===== config.mk =====
export PLATFORM = sky130hd
export DESIGN_NAME = mul_unit
export DESIGN_NICKNAME = d
export VERILOG_FILES = /design/src/rtl/core_pkg.sv /design/src/rtl/mul_shift_add.sv /design/src/rtl/mul_unit.sv
export SDC_FILE = /design/constraint.sdc
export NUM_CORES = 1
export LEC_CHECK = 0
export BUFFER_PORTS_ARGS = -buffer_cell sky130_fd_sc_hd__buf_2
export CORE_UTILIZATION = 45
export CTS_BUF_LIST = sky130_fd_sc_hd__clkbuf_8
export DETAILED_ROUTE_END_ITERATION = 12
export GPL_TIMING_DRIVEN = 0
export SLEW_MARGIN = 10
export SYNTH_ARGS = -nofsm -noshare
export SYNTH_HDL_FRONTEND = slang
export SYNTH_HIERARCHICAL = 1
export SYNTH_SLANG_ARGS = --single-unit

===== constraint.sdc =====
create_clock -name clk -period 7.8 [get_ports clk]
set_input_delay 0.39 -clock clk [delete_from_list [all_inputs] [get_ports clk]]
set_output_delay 0.39 -clock clk [all_outputs]
set_load 0.05 [all_outputs]

===== src/rtl/core_pkg.sv =====
// Shared core definitions: multiply-unit state encoding, producer (depend)
// codes and M-extension funct3 codes. Used by mul_unit and the issue scoreboard.
package core_pkg;

  localparam int XLEN      = 32;
  localparam int REG_IDX_W = 5;

  typedef enum logic [1:0] {
    MUL_IDLE     = 2'b00,
    MUL_WAIT_OPS = 2'b01,
    MUL_EXEC     = 2'b10,
    MUL_DONE     = 2'b11
  } mul_state_e;

  // Producer of a source operand
  localparam logic [1:0] DEP_NONE = 2'b00;
  localparam logic [1:0] DEP_ALU  = 2'b01;
  localparam logic [1:0] DEP_MUL  = 2'b10;
  localparam logic [1:0] DEP_LSU  = 2'b11;

  // funct3[1:0] of the multiply group
  localparam logic [1:0] F3_MUL    = 2'b00;
  localparam logic [1:0] F3_MULH   = 2'b01;
  localparam logic [1:0] F3_MULHSU = 2'b10;
  localparam logic [1:0] F3_MULHU  = 2'b11;

  function automatic logic rs1_is_signed(input logic [1:0] op);
    return (op == F3_MULH) || (op == F3_MULHSU);
  endfunction

  function automatic logic rs2_is_signed(input logic [1:0] op);
    return (op == F3_MULH);
  endfunction

endpackage


===== src/rtl/mul_shift_add.sv =====
// Iterative radix-2 shift-add multiplier core.
// One multiplier bit per cycle over bits [DATA_W-1:0] of op_b, DATA_W cycles.
// Operands are treated as DATA_W+1-bit sign/zero-extended values; the weight
// of op_b's extension bit (-2^DATA_W) is folded into the accumulator's start
// value, so no extra iteration is needed for signed multipliers.
// Ports:
//   clk, rst_n          clock, async active-low reset (control only)
//   start               load operands and begin iterating (ignored mid-run)
//   a_signed, b_signed  treat op_a / op_b as two's complement
//   op_a, op_b          operands, sampled on start
//   last                high during the final iteration
//   product             accumulator value after the current iteration; equal
//                       to the full product while last is high
module mul_shift_add
  import core_pkg::*;
#(
  parameter int DATA_W = XLEN
) (
  input  logic                  clk,
  input  logic                  rst_n,
  input  logic                  start,
  input  logic                  a_signed,
  input  logic                  b_signed,
  input  logic [DATA_W-1:0]     op_a,
  input  logic [DATA_W-1:0]     op_b,
  output logic                  last,
  output logic [2*DATA_W-1:0]   product
);

  localparam int CNT_W = $clog2(DATA_W);

  logic signed [2*DATA_W-1:0] acc_p0;
  logic signed [2*DATA_W-1:0] mcand_p0;
  logic        [DATA_W-1:0]   mplier_p0;
  logic        [CNT_W-1:0]    cnt;
  logic                       busy;

  logic signed [2*DATA_W-1:0] a_ext;
  logic signed [2*DATA_W-1:0] corr;
  logic signed [2*DATA_W-1:0] step_sum;

  always_comb begin
    a_ext    = {{DATA_W{a_signed & op_a[DATA_W-1]}}, op_a};
    // Negative multiplier: its extension bit carries weight -2^DATA_W
    corr     = (b_signed && op_b[DATA_W-1]) ? -(a_ext <<< DATA_W) : '0;
    step_sum = acc_p0 + (mplier_p0[0] ? mcand_p0 : '0);
    product  = step_sum;
    last     = busy && (cnt == CNT_W'(DATA_W - 1));
  end

  always_ff @(posedge clk or negedge rst_n) begin
    if (!rst_n) begin
      busy <= 1'b0;
      cnt  <= '0;
    end else if (start && !busy) begin
      busy <= 1'b1;
      cnt  <= '0;
    end else if (busy) begin
      cnt <= cnt + 1'b1;
      if (last) busy <= 1'b0;
    end
  end

  // iteration stage
  always_ff @(posedge clk) begin
    if (start && !busy) begin
      acc_p0    <= corr;
      mcand_p0  <= a_ext;
      mplier_p0 <= op_b;
    end else if (busy) begin
      acc_p0    <= step_sum;
      mcand_p0  <= mcand_p0 <<< 1;
      mplier_p0 <= mplier_p0 >> 1;
    end
  end

endmodule


===== src/rtl/mul_unit.sv =====
// Multiply execution unit (RV32M MUL/MULH/MULHSU/MULHU).
// Accepts an issue in IDLE, collects operands (register file, own last
// result, or forwarded from the ALU/LSU completion buses), runs a 32-cycle
// shift-add and reports the result with a one-cycle mul_done strobe.
// Ports:
//   clk, rst_n                      clock, async active-low reset
//   mul_load, funct3, rd, rs1, rs2  issue from scoreboard
//   rs1_data, rs2_data              register-file read data
//   data1_depend, data2_depend      operand producer codes
//   alu_done/rd_alu_update/alu_result, lsu_done/rd_lsu_update/lsu_result
//                                   producer completion buses
//   mul_state                       current FSM state
//   mul_done, rd_mul_update, mul_result  completion report
module mul_unit
  import core_pkg::*;
(
  input  logic                 clk,
  input  logic                 rst_n,
  input  logic                 mul_load,
  input  logic [2:0]           funct3,
  input  logic [REG_IDX_W-1:0] rd,
  input  logic [REG_IDX_W-1:0] rs1,
  input  logic [REG_IDX_W-1:0] rs2,
  input  logic [XLEN-1:0]      rs1_data,
  input  logic [XLEN-1:0]      rs2_data,
  input  logic [1:0]           data1_depend,
  input  logic [1:0]           data2_depend,
  input  logic                 alu_done,
  input  logic                 lsu_done,
  input  logic [REG_IDX_W-1:0] rd_alu_update,
  input  logic [REG_IDX_W-1:0] rd_lsu_update,
  input  logic [XLEN-1:0]      alu_result,
  input  logic [XLEN-1:0]      lsu_result,
  output logic [1:0]           mul_state,
  output logic                 mul_done,
  output logic [REG_IDX_W-1:0] rd_mul_update,
  output logic [XLEN-1:0]      mul_result
);

  mul_state_e           state, state_nxt;
  logic [1:0]           op_r, op_nxt;
  logic [REG_IDX_W-1:0] rs1_r, rs2_r;
  logic [1:0]           dep1_r, dep2_r;
  logic [XLEN-1:0]      op1_r, op2_r, op1_nxt, op2_nxt;
  logic                 pend1_r, pend2_r, pend1_nxt, pend2_nxt;
  logic                 load_acc;
  logic                 start;
  logic [1:0]           dep1_sel, dep2_sel;
  logic [REG_IDX_W-1:0] rs1_sel, rs2_sel;
  logic [XLEN:0]        snp1, snp2, cap1, cap2;
  logic                 sa_last;
  logic [2*XLEN-1:0]    sa_product;
  logic                 unused_funct3_msb;

  assign unused_funct3_msb = funct3[2];
  assign mul_state         = state;

  // {hit, value}: a producer completes this cycle with the wanted index
  function automatic logic [XLEN:0] snoop(
    input logic [1:0]           dep,
    input logic [REG_IDX_W-1:0] idx,
    input logic                 a_done,
    input logic [REG_IDX_W-1:0] a_rd,
    input logic [XLEN-1:0]      a_res,
    input logic                 l_done,
    input logic [REG_IDX_W-1:0] l_rd,
    input logic [XLEN-1:0]      l_res
  );
    logic [XLEN:0] r;
    r = '0;
    if (dep == DEP_ALU && a_done && a_rd == idx) r = {1'b1, a_res};
    if (dep == DEP_LSU && l_done && l_rd == idx) r = {1'b1, l_res};
    return r;
  endfunction

  // {pending, value} for an operand captured at issue
  function automatic logic [XLEN:0] capture_at_load(
    input logic [1:0]           dep,
    input logic [REG_IDX_W-1:0] idx,
    input logic [XLEN-1:0]      rf,
    input logic [XLEN-1:0]      held,
    input logic [XLEN:0]        snp
  );
    logic [XLEN:0] r;
    r = '0;
    if (idx != '0) begin
      unique case (dep)
        DEP_NONE: r = {1'b0, rf};
        DEP_MUL:  r = {1'b0, held};
        default:  r = snp[XLEN] ? {1'b0, snp[XLEN-1:0]} : {1'b1, {XLEN{1'b0}}};
      endcase
    end
    return r;
  endfunction

  always_comb begin
    dep1_sel = (state == MUL_IDLE) ? data1_depend : dep1_r;
    dep2_sel = (state == MUL_IDLE) ? data2_depend : dep2_r;
    rs1_sel  = (state == MUL_IDLE) ? rs1 : rs1_r;
    rs2_sel  = (state == MUL_IDLE) ? rs2 : rs2_r;
    snp1 = snoop(dep1_sel, rs1_sel, alu_done, rd_alu_update, alu_result,
                 lsu_done, rd_lsu_update, lsu_result);
    snp2 = snoop(dep2_sel, rs2_sel, alu_done, rd_alu_update, alu_result,
                 lsu_done, rd_lsu_update, lsu_result);
    cap1 = capture_at_load(data1_depend, rs1, rs1_data, mul_result, snp1);
    cap2 = capture_at_load(data2_depend, rs2, rs2_data, mul_result, snp2);
  end

  always_comb begin
    state_nxt = state;
    op_nxt    = op_r;
    op1_nxt   = op1_r;
    op2_nxt   = op2_r;
    pend1_nxt = pend1_r;
    pend2_nxt = pend2_r;
    load_acc  = 1'b0;
    start     = 1'b0;
    unique case (state)
      MUL_IDLE: begin
        if (mul_load) begin
          load_acc  = 1'b1;
          op_nxt    = funct3[1:0];
          {pend1_nxt, op1_nxt} = cap1;
          {pend2_nxt, op2_nxt} = cap2;
          if (pend1_nxt || pend2_nxt) begin
            state_nxt = MUL_WAIT_OPS;
          end else begin
            state_nxt = MUL_EXEC;
            start     = 1'b1;
          end
        end
      end
      MUL_WAIT_OPS: begin
        if (pend1_r && snp1[XLEN]) begin
          op1_nxt   = snp1[XLEN-1:0];
          pend1_nxt = 1'b0;
        end
        if (pend2_r && snp2[XLEN]) begin
          op2_nxt   = snp2[XLEN-1:0];
          pend2_nxt = 1'b0;
        end
        if (!pend1_nxt && !pend2_nxt) begin
          state_nxt = MUL_EXEC;
          start     = 1'b1;
        end
      end
      MUL_EXEC: begin
        if (sa_last) state_nxt = MUL_DONE;
      end
      MUL_DONE: state_nxt = MUL_IDLE;
      default:  state_nxt = MUL_IDLE;
    endcase
  end

  // Operands go in from the next-value path so EXEC spans exactly 32 cycles
  mul_shift_add #(
    .DATA_W (XLEN)
  ) u_shift_add (
    .clk      (clk),
    .rst_n    (rst_n),
    .start    (start),
    .a_signed (rs1_is_signed(op_nxt)),
    .b_signed (rs2_is_signed(op_nxt)),
    .op_a     (op1_nxt),
    .op_b     (op2_nxt),
    .last     (sa_last),
    .product  (sa_product)
  );

  // control / result stage
  always_ff @(posedge clk or negedge rst_n) begin
    if (!rst_n) begin
      state         <= MUL_IDLE;
      pend1_r       <= 1'b0;
      pend2_r       <= 1'b0;
      mul_done      <= 1'b0;
      rd_mul_update <= '0;
      mul_result    <= '0;
    end else begin
      state    <= state_nxt;
      pend1_r  <= pend1_nxt;
      pend2_r  <= pend2_nxt;
      mul_done <= (state == MUL_EXEC) && sa_last;
      if (load_acc) rd_mul_update <= rd;
      if (state == MUL_EXEC && sa_last)
        mul_result <= (op_r == F3_MUL) ? sa_product[XLEN-1:0] : sa_product[2*XLEN-1:XLEN];
    end
  end

  // operand / issue-field stage
  always_ff @(posedge clk) begin
    op_r  <= op_nxt;
    op1_r <= op1_nxt;
    op2_r <= op2_nxt;
    if (load_acc) begin
      rs1_r  <= rs1;
      rs2_r  <= rs2;
      dep1_r <= data1_depend;
      dep2_r <= data2_depend;
    end
  end

endmodule

==> run_results.csv <==
group,metric,value,unit
worst_hold_path,holdCritStartpoint,"funct3[0]",
sta,fin_hold_ws,0.0522,ns
sta,tightest_slew,1.08,ns
yosys,syn_area_per_cell,9.10,um2
global_routing,grt_pass1_wl,100000,um
worst_setup_path,cp.required,8.21,ns
floorplanning,core_area,42000,um2
yosys,ys_types,84,
drt,remaining_drc_errors,0,
pwr,ir_worst_vdd,0.000121,V
yosys,synth_seq_cells,288,
worst_setup_path,crit_type,"flop to flop",
sta,finalSetupViolCount,0,
yosys,syn-instance-count,2115,
drt,drt-pass1-iter-count,7,
worst_setup_path,crit_fanout,17,
global_routing,grt_usage,0.299,
clocking,cts_buffers,55,
worst_setup_path,start_kind,"flop",
worst_setup_path,r2r-end,"u_shift_add/acc_p0[63]",
global_routing,grt_max_degree,87,
yosys,synth_top_family_by_area,"simple AND/OR/NAND/NOR gates",
drt,routed_wl,65900,um
worst_setup_path,r2r_slack,1.01,ns
worst_hold_path,min_path_cells,2,
worst_setup_path,rr_startpoint,"mul_state[1]",
worst_hold_path,whs_endpoint,"op_r[0]",
sta,finalSetupTns,0,ns
clocking,cts.htree.levels,2,
clocking,clk_latency,0.67,ns
sta,relSlewSlack,0.267,
global_routing,antenna_found_initial,0,
finish,final_common_cell,"nand2_1",
run,drv_cap,0,
yosys,ys.flop_type,"edfxtp_1",
yosys,yosys.area_share.simple,0.216,
drt,drt-initial-drc-count,1292,
finish,drive_gt1_frac,0.156,
sta,fin_crit_sh,0.871,
clocking,root_buffer,"clkbuf_8",
sta,rsz0062_at_grt,"no",
global_routing,use_met3,0.0403,
floorplanning,floorplan.initialDensity,0.458,
global_routing,grt_pass1_vias,17200,
place,io_buffer_count,203,
sta,drv_slew,0,
sta,fin_skew,0.0433,ns
yosys,synth_fa_ha_area_frac,0.0466,
floorplanning,ios,205,
pwr,power.density,146,nW/um2
floorplanning,dieArea,43600,um2
sta,hold_violations,0,
worst_hold_path,hold_class,"input pin to flop",
worst_setup_path,critPathArrivalTime,7.20,ns
yosys,yosysWarnings,6,
place,hpwl,52000,um
clocking,cts_resized,0,
clocking,path_clk_slew,0.06,ns
finish,layout_common_cells,"392 x nand2_1, 213 x buf_2, 174 x edfxtp_1",
clocking,clockBufferDepth,3,
finish,nNetsFinal,2632,
outcome,outcome,"finished, final reports clean",
drt,vias,17400,
global_routing,grt.overflow.total,0,
clocking,ctsHoldBuffers,20,
yosys,ys_seq_area_frac,0.403,
clocking,cts_tree,"yes",
clocking,cts.sinks,288,
sta,min_period,6.79,ns
drt,wire_per_inst,22.1,um
worst_setup_path,worstRegToRegCells,20,
global_routing,grt_use_met1,0.411,
yosys,synth_edf_count,174,
yosys,synth_compound_area_frac,0.161,
yosys,synthesis.area,19200,um2
yosys,async_reset_ff_frac,0.167,
yosys,synthesis.nets,2351,
pwr,total_leakage_power,8.95,nW
worst_setup_path,endpoint_kind,"flop",
drt,viasPerCell,5.84,
clocking,postCtsSetupRepairBufs,0,
sta,fmax,0.147,GHz
yosys,synth_mux_area_frac,0.0803,
finish,area_growth,15.7,%
global_routing,busiest_layer,"met2",
global_routing,gr-usage-met2,0.483,
drt,ant_nets,0,
place,gp_congestion,0.981,
floorplanning,die_w,209,um
floorplanning,die_h,209,um
floorplanning,fp-row-count,75,
yosys,synth-xor-area-share,0.0514,
how the worst max path moves through the flow:
| stage | startpoint | to | cells after the start |
|---|---|---|---|
| finish | mul_state[1] | u_shift_add/acc_p0[63] | 20 |
| global route | mul_state[0] | u_shift_add/acc_p0[63] | 20 |
| CTS | mul_state[1] | u_shift_add/acc_p0[63] | 20 |
| detailed placement | mul_state[1] | u_shift_add/acc_p0[63] | 20 |
| global placement | mul_state[1] | u_shift_add/mplier_p0[8] | 13 |
| floorplan | mul_state[0] | u_shift_add/acc_p0[0] | 13 |
metal layers:
metal,up-vias,share of wire
met5,-,0
met3,101,0.068
met4,0,0.028
met1,8399,0.45
li1,8253,-
met2,678,0.45
logic make-up (layout without fill, tap and decap cells):
logic type	count (synthesis)	after routing
other	0	1
multiplexers	145	145
AND/OR/NAND/NOR	880	880
adder cells (fa/ha/maj)	71	71
buffers and inverters	170	498
flip-flops	288	288
AO/OA/AOI/OAI	448	448
XOR/XNOR	113	113
report_power, final:
part	switching, W	internal, W
clock network	0.000703	0.000773
logic	0.0000980	0.0000750
registers	0	0.00160
state kept, by name, indices dropped and copies added, names as in the netlist, 5 cells and up:
register,cells
op1_r,32
op2_r,32
rs2_r,5
mul_result,32
rd_mul_update,5
u_shift_add/mcand_p0,64
u_shift_add/cnt,5
rs1_r,5
u_shift_add/acc_p0,64
u_shift_add/mplier_p0,32
synth_stat cells, drive strengths merged, types with 5 or more instances:
cell type / number / area share
nand2: 392 / 0.076
edfxtp: 174 / 0.27
a21oi: 143 / 0.037
nor2: 126 / 0.025
mux2i: 106 / 0.056
and2: 105 / 0.034
clkbuf: 101 / 0.021
nand3: 92 / 0.024
ha: 70 / 0.046
dfxtp: 66 / 0.069
o21ai: 64 / 0.017
xnor2: 63 / 0.029
nand4: 55 / 0.019
xor2: 50 / 0.023
dfrtp: 48 / 0.062
nor2b: 40 / 0.013
mux2: 39 / 0.025
a211oi: 37 / 0.014
buf: 37 / 0.014
o2111ai: 35 / 0.016
a221o: 32 / 0.017
a21o: 31 / 0.012
inv: 29 / 0.0057
a22o: 24 / 0.011
nor3: 21 / 0.0055
o21bai: 15 / 0.0059
nand2b: 8 / 0.0027
nor4: 8 / 0.0029
o21a: 8 / 0.0031
or3: 8 / 0.0026
o31ai: 7 / 0.0033
a31oi: 6 / 0.0020
and3: 6 / 0.0020
o211ai: 5 / 0.0020
or4: 5 / 0.0021
final cells by class:
cell class | instances | area [um2]
buffer | 141 | 711
antenna | 1 | 2.50
fill | 4029 | 19800
inverter | 29 | 116
clock inverter | 38 | 181
clock buffer | 66 | 908
multi-input combinational | 1657 | 10700
sequential | 288 | 7750
tap | 539 | 674
timing repair buffer | 224 | 1250
worst max-delay path, stage by stage, from the launching register on:
cell and delay [ns]:
dfrtp_1 0.41, inv_1 0.12, ha_1 0.17, buf_6 0.16, buf_6 0.18, clkbuf_1 0.48
nand2_1 0.55, inv_1 0.73, a21oi_1 0.40, nand2b_2 0.38, buf_6 0.18, a221o_1 0.48
or3_1 0.48, nor3_1 0.29, nand2b_1 0.11, nor2_1 0.15, nand2_1 0.15, nor3_1 0.50
nand3b_1 0.22, xor2_1 0.18, a22o_1 0.21
per-stage QoR:
step	power (W)	util	cell area (um2)	setup slack, ns	cells
5_1_grt	0.00336	0.529	22300	0.700	2982
2_1_floorplan	0.00171	-	19200	1.33	2115
3_5_place_dp	0.00179	0.499	21000	1.22	2858
6_report	0.00325	0.529	22300	1.01	2983
4_1_cts	0.00328	0.529	22300	1.17	2982
3_3_place_gp	0.00179	0.498	20900	-1.11	2857
No activity file was read; power rests on OpenSTA's default activity.
